File: src/rtl/delay_line_meter_pkg.sv
// rtl/delay_line_meter_pkg.sv - shared types and constants for the delay line meter
package delay_line_meter_pkg;

  localparam int NUM_TAPS              = 8;
  localparam int TAP_W                 = 3;
  localparam int DEF_CNT_W             = 16;
  localparam int DEF_GATE_CYCLES       = 1024;
  localparam int DEF_SETTLE_CYCLES     = 16;

  typedef enum logic [2:0] {
    IDLE   = 3'd0,
    SETTLE = 3'd1,
    GATE   = 3'd2,
    REPORT = 3'd3,
    DONE   = 3'd4
  } state_e;

endpackage

File: src/rtl/delay_line_meter_osc_edge_sync.sv
// rtl/delay_line_meter_osc_edge_sync.sv - 2-flop synchroniser with rising-edge detect
module osc_edge_sync (
  input  logic clk_i,
  input  logic rst_i,
  input  logic async_i,
  output logic rise_o
);

  logic sync1_q;
  logic sync2_q;
  logic prev_q;

  // Bring the asynchronous ring output into the clk domain and keep one
  // cycle of history so a 0->1 transition shows up as a single-cycle pulse.
  always_ff @(posedge clk_i) begin
    if (rst_i) begin
      sync1_q <= 1'b0;
      sync2_q <= 1'b0;
      prev_q  <= 1'b0;
    end else begin
      sync1_q <= async_i;
      sync2_q <= sync1_q;
      prev_q  <= sync2_q;
    end
  end

  assign rise_o = sync2_q & ~prev_q;

endmodule

File: src/rtl/delay_line_meter.sv
// rtl/delay_line_meter.sv - per-tap ring oscillator edge counter with result stream
module delay_line_meter
  import delay_line_meter_pkg::*;
#(
  parameter int CNT_W         = DEF_CNT_W,
  parameter int GATE_CYCLES   = DEF_GATE_CYCLES,
  parameter int SETTLE_CYCLES = DEF_SETTLE_CYCLES
) (
  input  logic             clk,
  input  logic             rst,
  input  logic             start,
  input  logic             osc_in,
  output logic [TAP_W-1:0] sel,
  output logic             osc_en,
  output logic             busy,
  output logic             res_valid,
  input  logic             res_ready,
  output logic [TAP_W-1:0] res_tap,
  output logic [CNT_W-1:0] res_count,
  output logic             done
);

  // One timer serves both the settle and the gate window.
  localparam int TMR_MAX = (GATE_CYCLES > SETTLE_CYCLES) ? GATE_CYCLES : SETTLE_CYCLES;
  localparam int TMR_W   = $clog2(TMR_MAX + 1);

  localparam logic [TMR_W-1:0] SETTLE_LAST = TMR_W'(SETTLE_CYCLES - 1);
  localparam logic [TMR_W-1:0] GATE_LAST   = TMR_W'(GATE_CYCLES - 1);
  localparam logic [TAP_W-1:0] LAST_TAP    = TAP_W'(NUM_TAPS - 1);

  state_e             state_q;
  logic [TMR_W-1:0]   timer_q;
  logic [CNT_W-1:0]   cnt_q;
  logic [CNT_W-1:0]   cnt_d;
  logic [TAP_W-1:0]   tap_q;
  logic [TAP_W-1:0]   sel_q;
  logic               osc_en_q;
  logic               busy_q;
  logic               res_valid_q;
  logic [TAP_W-1:0]   res_tap_q;
  logic [CNT_W-1:0]   res_count_q;
  logic               done_q;
  logic               rise;

  osc_edge_sync u_sync (
    .clk_i   (clk),
    .rst_i   (rst),
    .async_i (osc_in),
    .rise_o  (rise)
  );

  // Saturating edge count: holds at all-ones instead of wrapping.
  always_comb begin
    cnt_d = cnt_q;
    if (rise && (cnt_q != {CNT_W{1'b1}})) begin
      cnt_d = cnt_q + CNT_W'(1);
    end
  end

  // Sweep sequencer: settle, gate, report for each tap, then pulse done.
  always_ff @(posedge clk) begin
    if (rst) begin
      state_q     <= IDLE;
      timer_q     <= '0;
      cnt_q       <= '0;
      tap_q       <= '0;
      sel_q       <= '0;
      osc_en_q    <= 1'b0;
      busy_q      <= 1'b0;
      res_valid_q <= 1'b0;
      res_tap_q   <= '0;
      res_count_q <= '0;
      done_q      <= 1'b0;
    end else begin
      done_q <= 1'b0;
      case (state_q)
        IDLE: begin
          if (start) begin
            tap_q    <= '0;
            sel_q    <= '0;
            timer_q  <= '0;
            osc_en_q <= 1'b1;
            busy_q   <= 1'b1;
            state_q  <= SETTLE;
          end
        end
        SETTLE: begin
          if (timer_q == SETTLE_LAST) begin
            timer_q <= '0;
            cnt_q   <= '0;
            state_q <= GATE;
          end else begin
            timer_q <= timer_q + TMR_W'(1);
          end
        end
        GATE: begin
          cnt_q <= cnt_d;
          if (timer_q == GATE_LAST) begin
            // cnt_d already includes an edge seen in this final cycle.
            timer_q     <= '0;
            res_count_q <= cnt_d;
            res_tap_q   <= tap_q;
            res_valid_q <= 1'b1;
            osc_en_q    <= 1'b0;
            state_q     <= REPORT;
          end else begin
            timer_q <= timer_q + TMR_W'(1);
          end
        end
        REPORT: begin
          if (res_valid_q && res_ready) begin
            res_valid_q <= 1'b0;
            if (tap_q == LAST_TAP) begin
              done_q  <= 1'b1;
              state_q <= DONE;
            end else begin
              // The ring is stopped here, so the tap may switch safely.
              tap_q    <= tap_q + TAP_W'(1);
              sel_q    <= tap_q + TAP_W'(1);
              osc_en_q <= 1'b1;
              state_q  <= SETTLE;
            end
          end
        end
        DONE: begin
          busy_q  <= 1'b0;
          state_q <= IDLE;
        end
        default: begin
          state_q <= IDLE;
        end
      endcase
    end
  end

  assign sel       = sel_q;
  assign osc_en    = osc_en_q;
  assign busy      = busy_q;
  assign res_valid = res_valid_q;
  assign res_tap   = res_tap_q;
  assign res_count = res_count_q;
  assign done      = done_q;

endmodule

File: config.mk
export PLATFORM = sky130hd
export DESIGN_NAME = delay_line_meter
export DESIGN_NICKNAME = d
export VERILOG_FILES = /design/src/rtl/delay_line_meter_pkg.sv /design/src/rtl/delay_line_meter_osc_edge_sync.sv /design/src/rtl/delay_line_meter.sv
export SDC_FILE = /design/constraint.sdc
export NUM_CORES = 1
export LEC_CHECK = 0
export ABC_AREA = 1
export CAP_MARGIN = 25
export CORE_MARGIN = 3
export CORE_UTILIZATION = 35
export CTS_CLUSTER_SIZE = 14
export DETAILED_ROUTE_END_ITERATION = 8
export SETUP_SLACK_MARGIN = 0.02
export SLEW_MARGIN = 20
export SYNTH_ARGS = -nofsm -noshare
export SYNTH_HDL_FRONTEND = slang
export SYNTH_SLANG_ARGS = --single-unit
export TNS_END_PERCENT = 30
File: constraint.sdc
create_clock -name clk -period 3.26 [get_ports clk]
set_input_delay 0.326 -clock clk [delete_from_list [all_inputs] [get_ports clk]]
set_output_delay 0.326 -clock clk [all_outputs]
set_load 0.005 [all_outputs]
==> flow_metrics.py, run 1 <==
metrics = {
    "job": {
        "cap_violations": 0,
    },
    "worst_setup_path": {
        "path_class": "flop to flop",
        "cp-end-kind": "flop",
        "critPathLaunchType": "flop",
        "cp.required_ns": 3.50,
        "critical_path_arrival_ns": 2.45,
        "crit_fanout": 21,
    },
    "die": {
        "core_um2": 8300,
        "io_pins": 31,
        "dieWidth_um": 98.9,
        "dieArea_um2": 9780,
        "num_rows": 33,
        "initial_utilization_pct": 36.4,
        "die-height_um": 98.9,
    },
    "clocking": {
        "holdBufCountCts": 0,
        "cts_tree": "done",
        "insertion_delay_ns": 0.34,
        "path_clk_slew_ns": 0.07,
        "cts_resized": 0,
        "clockBufferDepth": 2,
        "htreeDepth": 3,
        "cts-root-buf": "clkbuf_8",
        "cts.sinks": 59,
        "postCtsSetupRepairBufs": 0,
        "cts_made_buffers": 9,
    },
    "synthesis": {
        "synth.yosys.seq_area_share_pct": 39.1,
        "yosysUniqueCellTypes": 32,
        "synth.cell_area_um2": 3020,
        "synth_nets": 456,
        "avgSynthCellArea_um2": 6.76,
        "yosys_warnings": 0,
        "synth-seq-cells": 59,
        "syn-instance-count": 447,
    },
    "cells_and_area": {
        "drive_gt1_share_pct": 7.52,
        "final_nets": 483,
        "area_growth_pct": 19.0,
        "diodes": 0,
        "final_cells": 584,
    },
    "route": {
        "drtIter0Drc": 135,
        "vias_per_cell": 4.85,
        "dr.pass1.iters": 4,
        "drc": 0,
        "top_layer": "met4",
        "route.antenna.remaining_nets": 0,
        "dr_wl_met2_um": 3010,
        "wire_per_inst_um": 11.7,
        "vias": 2833,
        "met1_length_um": 3460,
        "wirelength_um": 6860,
        "met3_length_um": 236,
    },
    "power": {
        "leakage_uw": 0.00149,
        "powerDensity_nw_per_um2": 515,
        "ir_drop_mv": 0.324,
    },
    "sta": {
        "fin_skew_ns": 0.00788,
        "timing.fmax_ghz": 0.452,
        "finalSetupViolations": 0,
        "relSlewSlack_pct": 58.0,
        "rsz0062_at_grt": "no",
        "worstMarginPinSlew_ns": 0.628,
        "min_period_over_period_pct": 67.8,
        "fin_crit_ns": 2.21,
        "setup_tns_ns": 0,
        "finalHoldViolCount": 0,
        "drv_slew": 0,
    },
    "global_route": {
        "grt_overflow": 0,
        "antenna_found_initial": 0,
        "grt_pass1_wl_um": 11800,
        "grt_usage_pct": 14.7,
        "grt_max_degree": 42,
        "grt_pass1_vias": 2609,
    },
    "placement": {
        "dp_hpwl_um": 4770,
        "dp.cells": 568,
        "io_buffer_count": 30,
        "routabilityCongestion": 0.777,
    },
    "run_status": {
        "outcome": "finished clean",
    },
    "hold_path": {
        "hp-class": "flop to flop",
    },
}
[sequential cells by signal (all words and copies together) (netlist names)]
signal,cells
sel,3
u_sync.sync2_q,1
timer_q,11
done,1
cnt_q,16
busy,1
res_count,16
state_q,3
u_sync.prev_q,1
res_tap,3
res_valid,1
osc_en,1
u_sync.sync1_q,1
[metal layers]
| layer | GRT usage [%] | vias up |
|---|---|---|
| li1 | - | 1494 |
| met1 | 19.5 | 1285 |
| met2 | 22.8 | 42 |
| met3 | 2.55 | 12 |
| met4 | 7.35 | 0 |
| met5 | 0 | - |
[final timing paths]
check                    to  slack [ns]  cells past startpoint           start
max reg2reg    res_count[2]        1.05                      8      state_q[1]
min          u_sync.sync2_q        0.40                      2  u_sync.sync1_q
min reg2reg  u_sync.sync2_q        0.40                      2  u_sync.sync1_q
max            res_count[2]        1.05                      8      state_q[1]
[logic make-up after synthesis]
logic type      synth area share, %
fa+ha+maj                      1.66
flops                          39.1
buf+inv                        9.44
simple gates                   35.6
xor+xnor                       2.90
compound gates                 11.3
[stage by stage]
stage | setup WS, ns | utilization (%) | total power, uW | hold slack (ns) | instance area (um2)
finish | 1.05 | 43.3 | 1850 | 0.404 | 3590
global route | 0.818 | 43.3 | 1950 | 0.429 | 3590
CTS | 1.06 | 43.3 | 1870 | 0.411 | 3590
detailed placement | 1.09 | 40.8 | 1160 | 0.406 | 3380
global placement | 1.17 | 40.8 | 1150 | 0.399 | 3380
floorplan | 1.70 | - | 1060 | 0.388 | 3020
[cell usage in the layout (no fill, tap or decap), drive strengths merged]
master / count
inv: 51
nor2: 65
o21ai: 26
dfxtp: 59
xor2: 4
nand4: 9
clkbuf: 12
bufinv: 1
a21oi: 28
buf: 3
ha: 4
o211ai: 2
o21a: 1
or2: 1
xnor2: 6
nor3b: 1
a31oi: 1
nand3: 43
o21bai: 1
nand2: 115
clkinv: 2
clkinvlp: 1
a311oi: 1
nor3: 9
clkdlybuf4s50: 30
a21o: 3
[cell usage after synthesis]
library cell,instances,area [um2]
nand2_1,109,409
nor2_1,61,229
dfxtp_1,59,1180
inv_1,48,180
nand3_1,42,210
a21oi_1,27,135
o21ai_0,16,80.1
o21ai_1,10,50.1
nor3_1,9,45.0
clkbuf_1,8,30.0
nand4_1,8,50.1
buf_2,6,30.0
xnor2_1,6,52.6
ha_1,4,50.1
nand2_2,4,25.0
xor2_1,4,35.0
a21o_1,3,22.5
buf_6,3,33.8
inv_2,3,11.3
nor2_4,3,33.8
nand2_4,2,22.5
o211ai_1,2,15.0
a21oi_2,1,8.76
a311oi_1,1,8.76
a31oi_1,1,6.26
nand3_2,1,10.0
nand4_4,1,21.3
nor2_2,1,6.26
nor3b_1,1,7.51
o21a_1,1,7.51
o21bai_1,1,7.51
or2_2,1,6.26
[power breakdown]
part | internal, uW | total (uW) | switching [uW]
combinational | 109 | 367 | 258
sequential | 751 | 779 | 27.8
clock | 413 | 704 | 292
[worst max-delay path: stages, from the launching register on]
cell     delay, ns
dfxtp_1       0.41
inv_1         0.11
nor2_2        0.11
buf_4         0.26
inv_2         0.21
nor2_4        0.36
inv_1         0.33
o21ai_0       0.24
inv_1         0.05
[layout make-up]
cell class	instances	area [um2]
Fill cell	859	4700
Inverter	51	191
Tap cell	105	131
Sequential cell	59	1180
Clock inverter	4	47.5
Timing Repair Buffer	33	323
Multi-Input combinational cell	320	1560
Clock buffer	12	165
Power figures use the tool's default switching activity.
==> inputs of run 2 (changes only) <==
Clock period 3.26 ns to 2 ns, I/O delays scaled along.
==> flow_metrics.py, run 2 (same netlist as run 1, synthesis figures left out) <==
metrics = {
    "die": {
        "die-height_um": 98.9,
        "io_pins": 31,
        "dieWidth_um": 98.9,
        "core_um2": 8300,
        "dieArea_um2": 9780,
        "num_rows": 33,
        "initial_utilization_pct": 36.4,
    },
    "global_route": {
        "grt_pass1_wl_um": 12300,
        "grt_usage_pct": 15.4,
        "grt_overflow": 0,
        "grt_max_degree": 22,
        "grt_pass1_vias": 2743,
        "antenna_found_initial": 0,
    },
    "route": {
        "route.antenna.remaining_nets": 0,
        "drtIter0Drc": 132,
        "vias": 2832,
        "drc": 0,
        "dr.pass1.iters": 4,
        "vias_per_cell": 4.79,
        "wirelength_um": 6940,
        "wire_per_inst_um": 11.7,
    },
    "worst_setup_path": {
        "cp_top_family": "compound AO/OA/AOI/OAI gates",
        "cp_num_buf_inv": 2,
        "cp.required_ns": 2.24,
        "crit_top_cell": "nand2_1",
        "startpoint": "cnt_q[0]",
        "cpMaxStageDelayCell": "dfxtp_1",
        "max_stage_delay_ns": 0.39,
        "critical_path_arrival_ns": 1.95,
        "path_class": "flop to flop",
        "crit_fanout": 11,
        "cp-end-kind": "flop",
        "critPathLaunchType": "flop",
        "regToRegStartpoint": "cnt_q[0]",
        "path_cells": "ha_1, nand3_1, inv_2, nand2_2, o21a_2, nand2_1, nand2_1, o21ai_1, inv_1",
    },
    "placement": {
        "place_area_um2": 3440,
        "routabilityCongestion": 0.848,
        "dp_hpwl_um": 4950,
        "dp.cells": 576,
        "io_buffer_count": 30,
    },
    "hold_path": {
        "hold_start": "osc_in",
        "hp-class": "primary input to flop",
    },
    "sta": {
        "relSlewSlack_pct": 68.9,
        "min_period_over_period_pct": 85.7,
        "holdWs_ns": 0.387,
        "finalHoldViolCount": 0,
        "fin_crit_ns": 1.71,
        "setup_tns_ns": 0,
        "rsz0062_at_grt": "no",
        "fin_skew_ns": 0.00560,
        "worstMarginPinSlew_ns": 0.466,
        "timing.fmax_ghz": 0.583,
        "drv_slew": 0,
        "finalSetupViolations": 0,
    },
    "cells_and_area": {
        "drive_gt1_share_pct": 8.64,
        "area_growth_pct": 20.4,
        "final_cells": 591,
        "layout.cells.most_common_list": "nand2_1, nor2_1, dfxtp_1",
        "final_nets": 491,
        "layout_commonest_cell": "nand2_1",
        "diodes": 0,
        "final_area_um2": 3640,
    },
    "run_status": {
        "outcome": "finished clean",
    },
    "clocking": {
        "htreeDepth": 3,
        "insertion_delay_ns": 0.34,
        "cts_made_buffers": 9,
        "clockBufferDepth": 2,
        "postCtsSetupRepairBufs": 0,
        "path_clk_slew_ns": 0.06,
        "cts.sinks": 59,
        "cts_tree": "done",
        "cts-root-buf": "clkbuf_8",
    },
    "power": {
        "ir_drop_mv": 0.382,
        "leakage_uw": 0.00152,
        "powerDensity_nw_per_um2": 818,
    },
    "job": {
        "cap_violations": 0,
    },
}
run 2: layout make-up:
| class | instances | area [um2] |
|---|---|---|
| flip-flops and latches | 59 | 1180 |
| multi-input cells | 320 | 1560 |
| fillers | 861 | 4660 |
| clock inverters | 2 | 35.0 |
| clock buffers | 13 | 159 |
| repair buffers | 41 | 383 |
| well taps | 105 | 131 |
| inverters | 51 | 191 |
run 2: power by group:
part           total [uW]  internal (uW)  switching, uW
combinational         620            192            428
clock                1090            635            451
sequential           1270           1220           43.5
run 2: worst min-delay path: cells and delay by family:
kind / cells / cell delay [ns]
buf+inv: 2 / 0.45
simple gates: 1 / 0.03
run 2: layer usage:
| metal | routed length [um] | GRT usage, % |
|---|---|---|
| met5 | 0 | 0 |
| met4 | 180 | 8.61 |
| met3 | 189 | 2.55 |
| met2 | 2990 | 24.4 |
| met1 | 3580 | 19.9 |
run 2: final timing paths:
kind	cells past startpoint	end	slack, ns
worst min register to register	2	u_sync.sync2_q	0.41
worst min-delay path	3	u_sync.sync1_q	0.39
worst max-delay path	9	res_count[15]	0.29
worst max register to register	9	res_count[15]	0.29
run 2: what timing repair did:
item                       4_1_cts  5_1_grt
hold buffers                     0        0
hold endpoints to repair         0        0
setup endpoints to repair        0        4
gates resized for setup          0        1
run 2: through the flow:
| stage | util, % | total power, uW | worst slack [ns] |
|---|---|---|---|
| floorplan | - | 1720 | 0.436 |
| global placement | 41.5 | 1900 | 0.222 |
| detailed placement | 41.5 | 1910 | 0.188 |
| CTS | 43.8 | 3010 | 0.175 |
| global route | 43.8 | 3140 | 0.0812 |
| finish | 43.8 | 2970 | 0.286 |
